### src/rtl/com_mod_pkg.sv
// Shared types and constants for the com_mod serial transceiver.
package com_mod_pkg;

   localparam int   FRAME_BITS = 10;
   localparam int   DATA_BITS  = 8;
   localparam logic LINE_IDLE  = 1'b1;

   typedef enum logic [1:0] {
      TX_IDLE   = 2'd0,
      TX_LOADED = 2'd1,
      TX_SEND   = 2'd2
   } tx_state_t;

   typedef enum logic [1:0] {
      RX_IDLE  = 2'd0,
      RX_START = 2'd1,
      RX_DATA  = 2'd2,
      RX_STOP  = 2'd3
   } rx_state_t;

endpackage

### src/rtl/com_bit_timer.sv
// Bit-period counter with an enable, a synchronous clear and a bit index.
// half_i shortens the current period to BIT_PERIOD/2 so a receiver can land mid-bit.
module com_bit_timer #(
   parameter int BIT_PERIOD = 16,
   parameter int IDX_W      = 4
) (
   input  logic             clk_i,
   input  logic             rst_i,
   input  logic             clear_i,
   input  logic             en_i,
   input  logic             half_i,
   output logic             tick_o,
   output logic [IDX_W-1:0] idx_o
);

   localparam int               CNT_W     = $clog2(BIT_PERIOD);
   localparam logic [CNT_W-1:0] FULL_TERM = CNT_W'(BIT_PERIOD - 1);
   localparam logic [CNT_W-1:0] HALF_TERM = CNT_W'(BIT_PERIOD / 2 - 1);

   logic [CNT_W-1:0] cnt_q;
   logic [IDX_W-1:0] idx_q;
   logic [CNT_W-1:0] term;

   assign term   = half_i ? HALF_TERM : FULL_TERM;
   assign tick_o = en_i && (cnt_q == term);
   assign idx_o  = idx_q;

   always_ff @(posedge clk_i) begin
      if (rst_i || clear_i) begin
         cnt_q <= '0;
         idx_q <= '0;
      end else if (en_i) begin
         if (cnt_q == term) begin
            cnt_q <= '0;
            idx_q <= idx_q + 1'b1;
         end else begin
            cnt_q <= cnt_q + 1'b1;
         end
      end
   end

endmodule

### src/rtl/com_mod.sv
// UART-style transceiver: independent 8N1 transmitter and receiver on CLOCK_50.
// Define COM_MOD_RX_SYNC_EN to pass S_data_in through a 2-flop synchronizer.
module com_mod #(
   parameter int BIT_PERIOD = 16,
   parameter int DATA_BITS  = 8
) (
   input  logic                 CLOCK_50,
   input  logic                 reset,
   input  logic                 transmit_enable,
   input  logic                 load,
   input  logic [DATA_BITS-1:0] P_data_in,
   input  logic                 S_data_in,
   output logic                 S_data_out,
   output logic [DATA_BITS-1:0] P_data_out,
   output logic                 char_sent,
   output logic                 char_received,
   output logic [1:0]           tx_state_o,
   output logic [1:0]           rx_state_o
);

   import com_mod_pkg::*;

   localparam int         IDX_W       = 4;
   localparam logic [3:0] TX_LAST_IDX = 4'(FRAME_BITS - 1);
   localparam logic [3:0] RX_LAST_IDX = 4'(DATA_BITS - 1);

   // ---------------- transmitter ----------------
   tx_state_t              tx_state_q, tx_state_d;
   logic [DATA_BITS+1:0]   frame_q, frame_d;
   logic                   char_sent_q, char_sent_d;
   logic                   tx_tick;
   logic [IDX_W-1:0]       tx_idx;

   com_bit_timer #(.BIT_PERIOD(BIT_PERIOD), .IDX_W(IDX_W)) u_tx_timer (
      .clk_i   (CLOCK_50),
      .rst_i   (reset),
      .clear_i (tx_state_q != TX_SEND),
      .en_i    ((tx_state_q == TX_SEND) && transmit_enable),
      .half_i  (1'b0),
      .tick_o  (tx_tick),
      .idx_o   (tx_idx)
   );

   always_comb begin
      tx_state_d  = tx_state_q;
      frame_d     = frame_q;
      char_sent_d = 1'b0;
      case (tx_state_q)
         TX_IDLE: begin
            if (load) begin
               frame_d    = {1'b1, P_data_in, 1'b0};
               tx_state_d = TX_LOADED;
            end
         end
         TX_LOADED: begin
            if (load) frame_d = {1'b1, P_data_in, 1'b0};
            if (transmit_enable) tx_state_d = TX_SEND;
         end
         TX_SEND: begin
            if (tx_tick) begin
               frame_d = {1'b1, frame_q[DATA_BITS+1:1]};
               if (tx_idx == TX_LAST_IDX) begin
                  tx_state_d  = TX_IDLE;
                  char_sent_d = 1'b1;
               end
            end
         end
         default: tx_state_d = TX_IDLE;
      endcase
   end

   always_ff @(posedge CLOCK_50) begin
      if (reset) begin
         tx_state_q  <= TX_IDLE;
         frame_q     <= '1;
         char_sent_q <= 1'b0;
      end else begin
         tx_state_q  <= tx_state_d;
         frame_q     <= frame_d;
         char_sent_q <= char_sent_d;
      end
   end

   assign S_data_out = (tx_state_q == TX_SEND) ? frame_q[0] : LINE_IDLE;
   assign char_sent  = char_sent_q;
   assign tx_state_o = tx_state_q;

   // ---------------- receiver ----------------
   logic rx_line;

`ifdef COM_MOD_RX_SYNC_EN
   logic [1:0] sync_q;
   always_ff @(posedge CLOCK_50) begin
      if (reset) sync_q <= {2{LINE_IDLE}};
      else       sync_q <= {sync_q[0], S_data_in};
   end
   assign rx_line = sync_q[1];
`else
   assign rx_line = S_data_in;
`endif

   rx_state_t              rx_state_q, rx_state_d;
   logic                   prev_q;
   logic [DATA_BITS-1:0]   shift_q, shift_d;
   logic [DATA_BITS-1:0]   data_q, data_d;
   logic                   rcv_q, rcv_d;
   logic                   rx_tick;
   logic [IDX_W-1:0]       rx_idx;
   logic                   fall;

   assign fall = prev_q && !rx_line;

   // Timer restarts on the mid-start sample so DATA ticks land mid-bit.
   com_bit_timer #(.BIT_PERIOD(BIT_PERIOD), .IDX_W(IDX_W)) u_rx_timer (
      .clk_i   (CLOCK_50),
      .rst_i   (reset),
      .clear_i ((rx_state_q == RX_IDLE) || ((rx_state_q == RX_START) && rx_tick)),
      .en_i    (1'b1),
      .half_i  (rx_state_q == RX_START),
      .tick_o  (rx_tick),
      .idx_o   (rx_idx)
   );

   always_comb begin
      rx_state_d = rx_state_q;
      shift_d    = shift_q;
      data_d     = data_q;
      rcv_d      = 1'b0;
      case (rx_state_q)
         RX_IDLE: begin
            if (fall) rx_state_d = RX_START;
         end
         RX_START: begin
            if (rx_tick) rx_state_d = rx_line ? RX_IDLE : RX_DATA;
         end
         RX_DATA: begin
            if (rx_tick) begin
               shift_d = {rx_line, shift_q[DATA_BITS-1:1]};
               if (rx_idx == RX_LAST_IDX) rx_state_d = RX_STOP;
            end
         end
         RX_STOP: begin
            if (rx_tick) begin
               if (rx_line) begin
                  data_d = shift_q;
                  rcv_d  = 1'b1;
               end
               rx_state_d = RX_IDLE;
            end
         end
         default: rx_state_d = RX_IDLE;
      endcase
   end

   always_ff @(posedge CLOCK_50) begin
      if (reset) begin
         rx_state_q <= RX_IDLE;
         prev_q     <= LINE_IDLE;
         shift_q    <= '0;
         data_q     <= '0;
         rcv_q      <= 1'b0;
      end else begin
         rx_state_q <= rx_state_d;
         prev_q     <= rx_line;
         shift_q    <= shift_d;
         data_q     <= data_d;
         rcv_q      <= rcv_d;
      end
   end

   assign P_data_out    = data_q;
   assign char_received = rcv_q;
   assign rx_state_o    = rx_state_q;

endmodule

### config.mk
export PLATFORM = sky130hd
export DESIGN_NAME = com_mod
export DESIGN_NICKNAME = d
export VERILOG_FILES = /design/src/rtl/com_mod_pkg.sv /design/src/rtl/com_bit_timer.sv /design/src/rtl/com_mod.sv
export SDC_FILE = /design/constraint.sdc
export NUM_CORES = 1
export LEC_CHECK = 0
export ABC_AREA = 1
export BUFFER_PORTS_ARGS = -buffer_cell sky130_fd_sc_hd__buf_4
export CAP_MARGIN = 20
export CELL_PAD_IN_SITES_DETAIL_PLACEMENT = 1
export CELL_PAD_IN_SITES_GLOBAL_PLACEMENT = 1
export CORE_MARGIN = 2
export CORE_UTILIZATION = 35
export DETAILED_ROUTE_END_ITERATION = 8
export PLACE_DENSITY = 0.67
export RECOVER_POWER = 25
export SYNTH_ARGS = -nofsm -noshare
export SYNTH_HDL_FRONTEND = slang
export SYNTH_SLANG_ARGS = --single-unit
### constraint.sdc
create_clock -name CLOCK_50 -period 2.1 [get_ports CLOCK_50]
set_input_delay 0.63 -clock CLOCK_50 [delete_from_list [all_inputs] [get_ports CLOCK_50]]
set_output_delay 0.63 -clock CLOCK_50 [all_outputs]
set_load 0.02 [all_outputs]
Yosys cells after proc, flatten, opt, wreduce, memory -nomap -nowiden

Cells that the tools add are included.
Widths: inputs -> output; s select.

Bits in registers: 49
Bits in latches: 0
Bits in writable memories: 0
Bits in read-only memories: 0
Input bits: 13
Output and inout bits: 15
Word-level logic and storage cells: 81
Memories: 0

Add/subtract/negate cells: 4
Multipliers: 0
Divide/modulo/power cells: 0
Magnitude comparators: 0
Eq/ne operators: 20
Shifts and indexed selects: 0
Muxes and demuxes: 20
Bitwise operators: 4
Reductions and logical operators: 21

Operators with widths:

| kind                | number |
|---|---|
| $mux 10             | 2 |
| $mux 2              | 10 |
| $pmux 10 s2         | 1 |
| $ne 2x2->1 const B  | 9 |
| $add 4x1->4 const B | 4 |
| $eq 4x4->1 const B  | 2 |
| $mux 4              | 2 |
| $pmux 2 s4          | 1 |
| $eq 2x2->1 const B  | 3 |
| $pmux 2 s3          | 1 |
| $reduce_and 3->1    | 2 |
| $reduce_or 3->1     | 2 |
| $reduce_and 5->1    | 1 |
| $eq 2x1->1 const B  | 2 |
| $eq 4x3->1 const B  | 1 |
| $eq 4x4->1          | 1 |
| $logic_and 1x1->1   | 4 |
| $logic_not 2->1     | 2 |
| $ne 2x1->1 const B  | 2 |
| $not 1->1           | 4 |
| $reduce_and 2->1    | 2 |
| $reduce_and 4->1    | 1 |
| $reduce_or 2->1     | 2 |
| $logic_or 1x1->1    | 3 |
| other kinds (3)     | 5 |

Depth between registers and ports, before layout

Depth in word-level cells: 7
Mapped depth: 9
Depth with buffers taken out: 8

By module

Synthesis repeated with hierarchy kept, for this count alone.

Cell total of the unflattened synthesis: 296
Area, all modules: 2122.0 µm²

By module, submodules not included:

| module        | instances | cells an instance | area each (µm²) | seq. area each (µm²) |
|---|---|---|---|---|
| com_mod       | 1         | 184               | 1308.8          | 640.6 |
| com_bit_timer | 2         | 56                | 406.6           | 160.2 |

Worst setup path after synthesis

OpenSTA, ideal clock, no wires.

Path type: register -> output
Start: register tx_state_q[1] (netlist: tx_state_o[1])
End: output port S_data_out
Arrival time: 1153 ps
Required time: 1470 ps
Slack: 317 ps
Stages on the path, launching flop included: 5
Buffers on the path: 0
Cells stage by stage: dfxtp_1 > inv_2 > nor2_4 > inv_1 > or2_2

Longest elaborated chain between the ends: 2

Ends and longest elaborated chain:

| what                   | line          | text |
|---|---|---|
| from (decl)            | com_mod.sv:28 | `tx_state_t tx_state_q, tx_state_d;` |
| from (signal assigned) | com_mod.sv:78 | `tx_state_q <= tx_state_d;` |
| $eq 2x2->1             | com_mod.sv:84 | `assign S_data_out = (tx_state_q == TX_SEND) ? frame_q[0] : LINE_IDLE;` |
| $mux 1                 | com_mod.sv:84 |  |
| to (decl)              | com_mod.sv:13 | `output logic S_data_out,` |

Every way passes these cells.

Worst setup path after layout

Same ends and word-level chain as after synthesis.

==> impl_metrics.ini <==
[power]
p_leak_nw = 1.11
p_clk_share_pct = 30.5
seq_power_share_pct = 51.8
swShare_pct = 29.9
p_per_area_nw_per_um2 = 773
ir_drop_mv = 0.326
power.switching_mw = 0.576
combinationalPowerShare_pct = 17.7
p_int_mw = 1.35

[timing]
fin_crit_sh_pct = 94.0
finClkSkew_ps = 7.10
max_slew_margin_pct = 63.0
drv_slew = 0
fin_hold_ws_ps = 455
finalSetupViolations = 0
worst_slew_pin_slew_ps = 555
timing.fmax_ghz = 0.506
hold_viol_final = 0
fin_setup_tns_ps = 0
rsz0062_at_grt = false
finalCriticalPeriod_ps = 1970

[logic_synthesis]
postSynth.asyncResetShare_pct = 0
synth_seq_cells = 48
ys_types = 31
synth_edf_count = 0
yosysSeqAreaShare_pct = 45.3
avgSynthCellArea_um2 = 7.35
ys_warn_count = 0
syn-num-nets = 307
syn_inst = 289
synth_flop_cell = dfxtp_1
syn-cell-area_um2 = 2120

[clock_network]
htreeDepth = 2
cts.path.max_buffers = 2
cts_tree = done
numCtsBuffers = 5
insertion_delay_ps = 300
root_buffer = clkbuf_8
postCtsHoldBufs = 0
clkTransAtPathRegs_ps = 90
cts.sinks = 48

[drt]
wl_met3_um = 180
dr.pass1.iters = 4
drc = 0
dr_total_vias = 1871
top_layer = met4
ant_nets = 0
wl_mm = 4.52
wl_met1_mm = 2.23
vias_per_cell = 4.71
dr_wl_met2_mm = 2.05
wl_per_cell_um = 11.4
drtIter0Drc = 37

[min_path]
hold_end = u_rx_timer.cnt_q[0]
hold_start = u_rx_timer.cnt_q[0]
worstHoldPathCells = 1
hp-class = reg2reg

[run_status]
status = complete, no violations

[setup_path]
cp_max_fo = 8
worst-setup-path-type = reg2out
r2r_start = u_rx_timer.cnt_q[0]
cp_slowest_cell = dfxtp_1
cpPeakStageDelay_ps = 370
crit_chain = inv_2, nor2_4, inv_2, or2_2, buf_4
reg2reg_to = shift_q[4]
critPathRequiredTime_ps = 1470
reg2regPathDepth = 7
crit_arrival_ps = 1340
cp-end-kind = output port
cp_common_cell = inv_2
path_buf_inv = 3
rrSetupSlack_ps = 500
cp-start-kind = register
crit_family = flip-flops

[global_route]
grt_pass1_wl_mm = 7.78
grtUsageTotal_pct = 15.0
grt_max_degree = 18
antenna_found_initial = 0
grt_pass1_vias = 1762
overflow = 0

[floorplanning]
dieArea_um2 = 6710
die_x_um = 81.9
coreArea_um2 = 5890
rows = 28
pin_count = 28
die_h_um = 81.9
initial_core_util_pct = 36.1

[finish]
fin_nets = 339
layout-drive-gt1-share_pct = 15.8
final_common_cell = nand2_1
syn2layout_area_growth_pct = 17.6
antenna_cells = 0
final_cell_mix = nand2_1, dfxtp_1, nand3_1, nor2_1, buf_4

[place]
portBuffers = 27
place.gp.congestion = 0.688
dpl.hpwl_mm = 3.40

[flow_run]
max_cap_violations = 0
==> logic make-up after synthesis <==
family	synth area share, %
and+or+nand+nor	34.5
DFF	45.3
buffers and inverters	7.42
AOI/OAI and AO/OA	7.78
xor gates and xnor gates	2.06
adders and majority gates	2.95
==> how the worst max path moves through the flow <==
stage                              from         end  slack [ps]  depth (start not counted)
after floorplan           tx_state_o[1]  S_data_out         320                          4
after global placement    tx_state_o[1]  S_data_out         440                          5
after detailed placement  tx_state_o[1]  S_data_out         390                          5
after CTS                 tx_state_o[1]  S_data_out          40                          5
after global routing      tx_state_o[1]  S_data_out          30                          5
final                     tx_state_o[1]  S_data_out         130                          5
==> metrics by stage <==
stage	cells	power (mW)	utilization, %	worst slack [ps]	instance area [um^2]
2_1_floorplan	289	1.25	-	317	2120
3_3_place_gp	389	1.36	41.1	436	2420
3_5_place_dp	389	1.37	41.1	393	2420
4_1_cts	397	1.97	42.7	40.2	2510
5_1_grt	397	2.06	42.4	28.0	2500
6_report	397	1.93	42.4	125	2500
==> power groups by stage <==
stage          clock [mW]  sequential (mW)  combinational [mW]
2_1_floorplan           0             1.02               0.232
3_3_place_gp            0             1.02               0.342
3_5_place_dp            0             1.02               0.348
4_1_cts             0.619             1.00               0.350
5_1_grt             0.653             1.00               0.399
6_report            0.589             1.00               0.342
==> flip-flops by register name, indices dropped and copies added, names as in the netlist, named ones only <==
register,count
char_sent,1
P_data_out,8
u_rx_timer.cnt_q,4
u_rx_timer.idx_o,4
shift_q,8
u_tx_timer.idx_o,4
char_received,1
tx_state_o,2
frame_q,9
u_tx_timer.cnt_q,4
prev_q,1
rx_state_o,1
==> layer usage <==
metal	global-route usage (%)	vias up
met5	0	-
met3	4.51	6
met1	19.4	864
li1	-	979
met2	23.6	22
met4	5.50	0
==> cells in the mapped netlist, types with 2 or more instances <==
cell     count  area (um^2)
nor2_1      30          113
inv_1       25         93.8
nor3_1       2         10.0
nand3_1     33          165
o21ai_1      2         10.0
a21oi_1     23          115
o21ai_0      8         40.0
nor2_4       2         22.5
dfxtp_1     48          961
buf_4        2         15.0
nand4_1      2         12.5
nand2_1     80          300
or2_2        2         12.5
inv_2        4         15.0
buf_2        3         15.0
ha_1         5         62.6
xor2_1       4         35.0
==> area by class of cell <==
cell class | instances | area (um^2)
flip-flops and latches | 48 | 961
repair buffers | 33 | 236
clock buffers | 6 | 82.6
multi-input cells | 204 | 998
clock inverters | 2 | 15.0
fillers | 763 | 3390
well taps | 75 | 93.8
inverters | 29 | 109
==> what timing repair did <==
| action | 4_1_cts | 5_1_grt |
|---|---|---|
| setup endpoints to repair | 0 | 1 |
| buffers inserted | 0 | 0 |
| resized for setup | 0 | 1 |
Power figures use the tool's default switching activity.
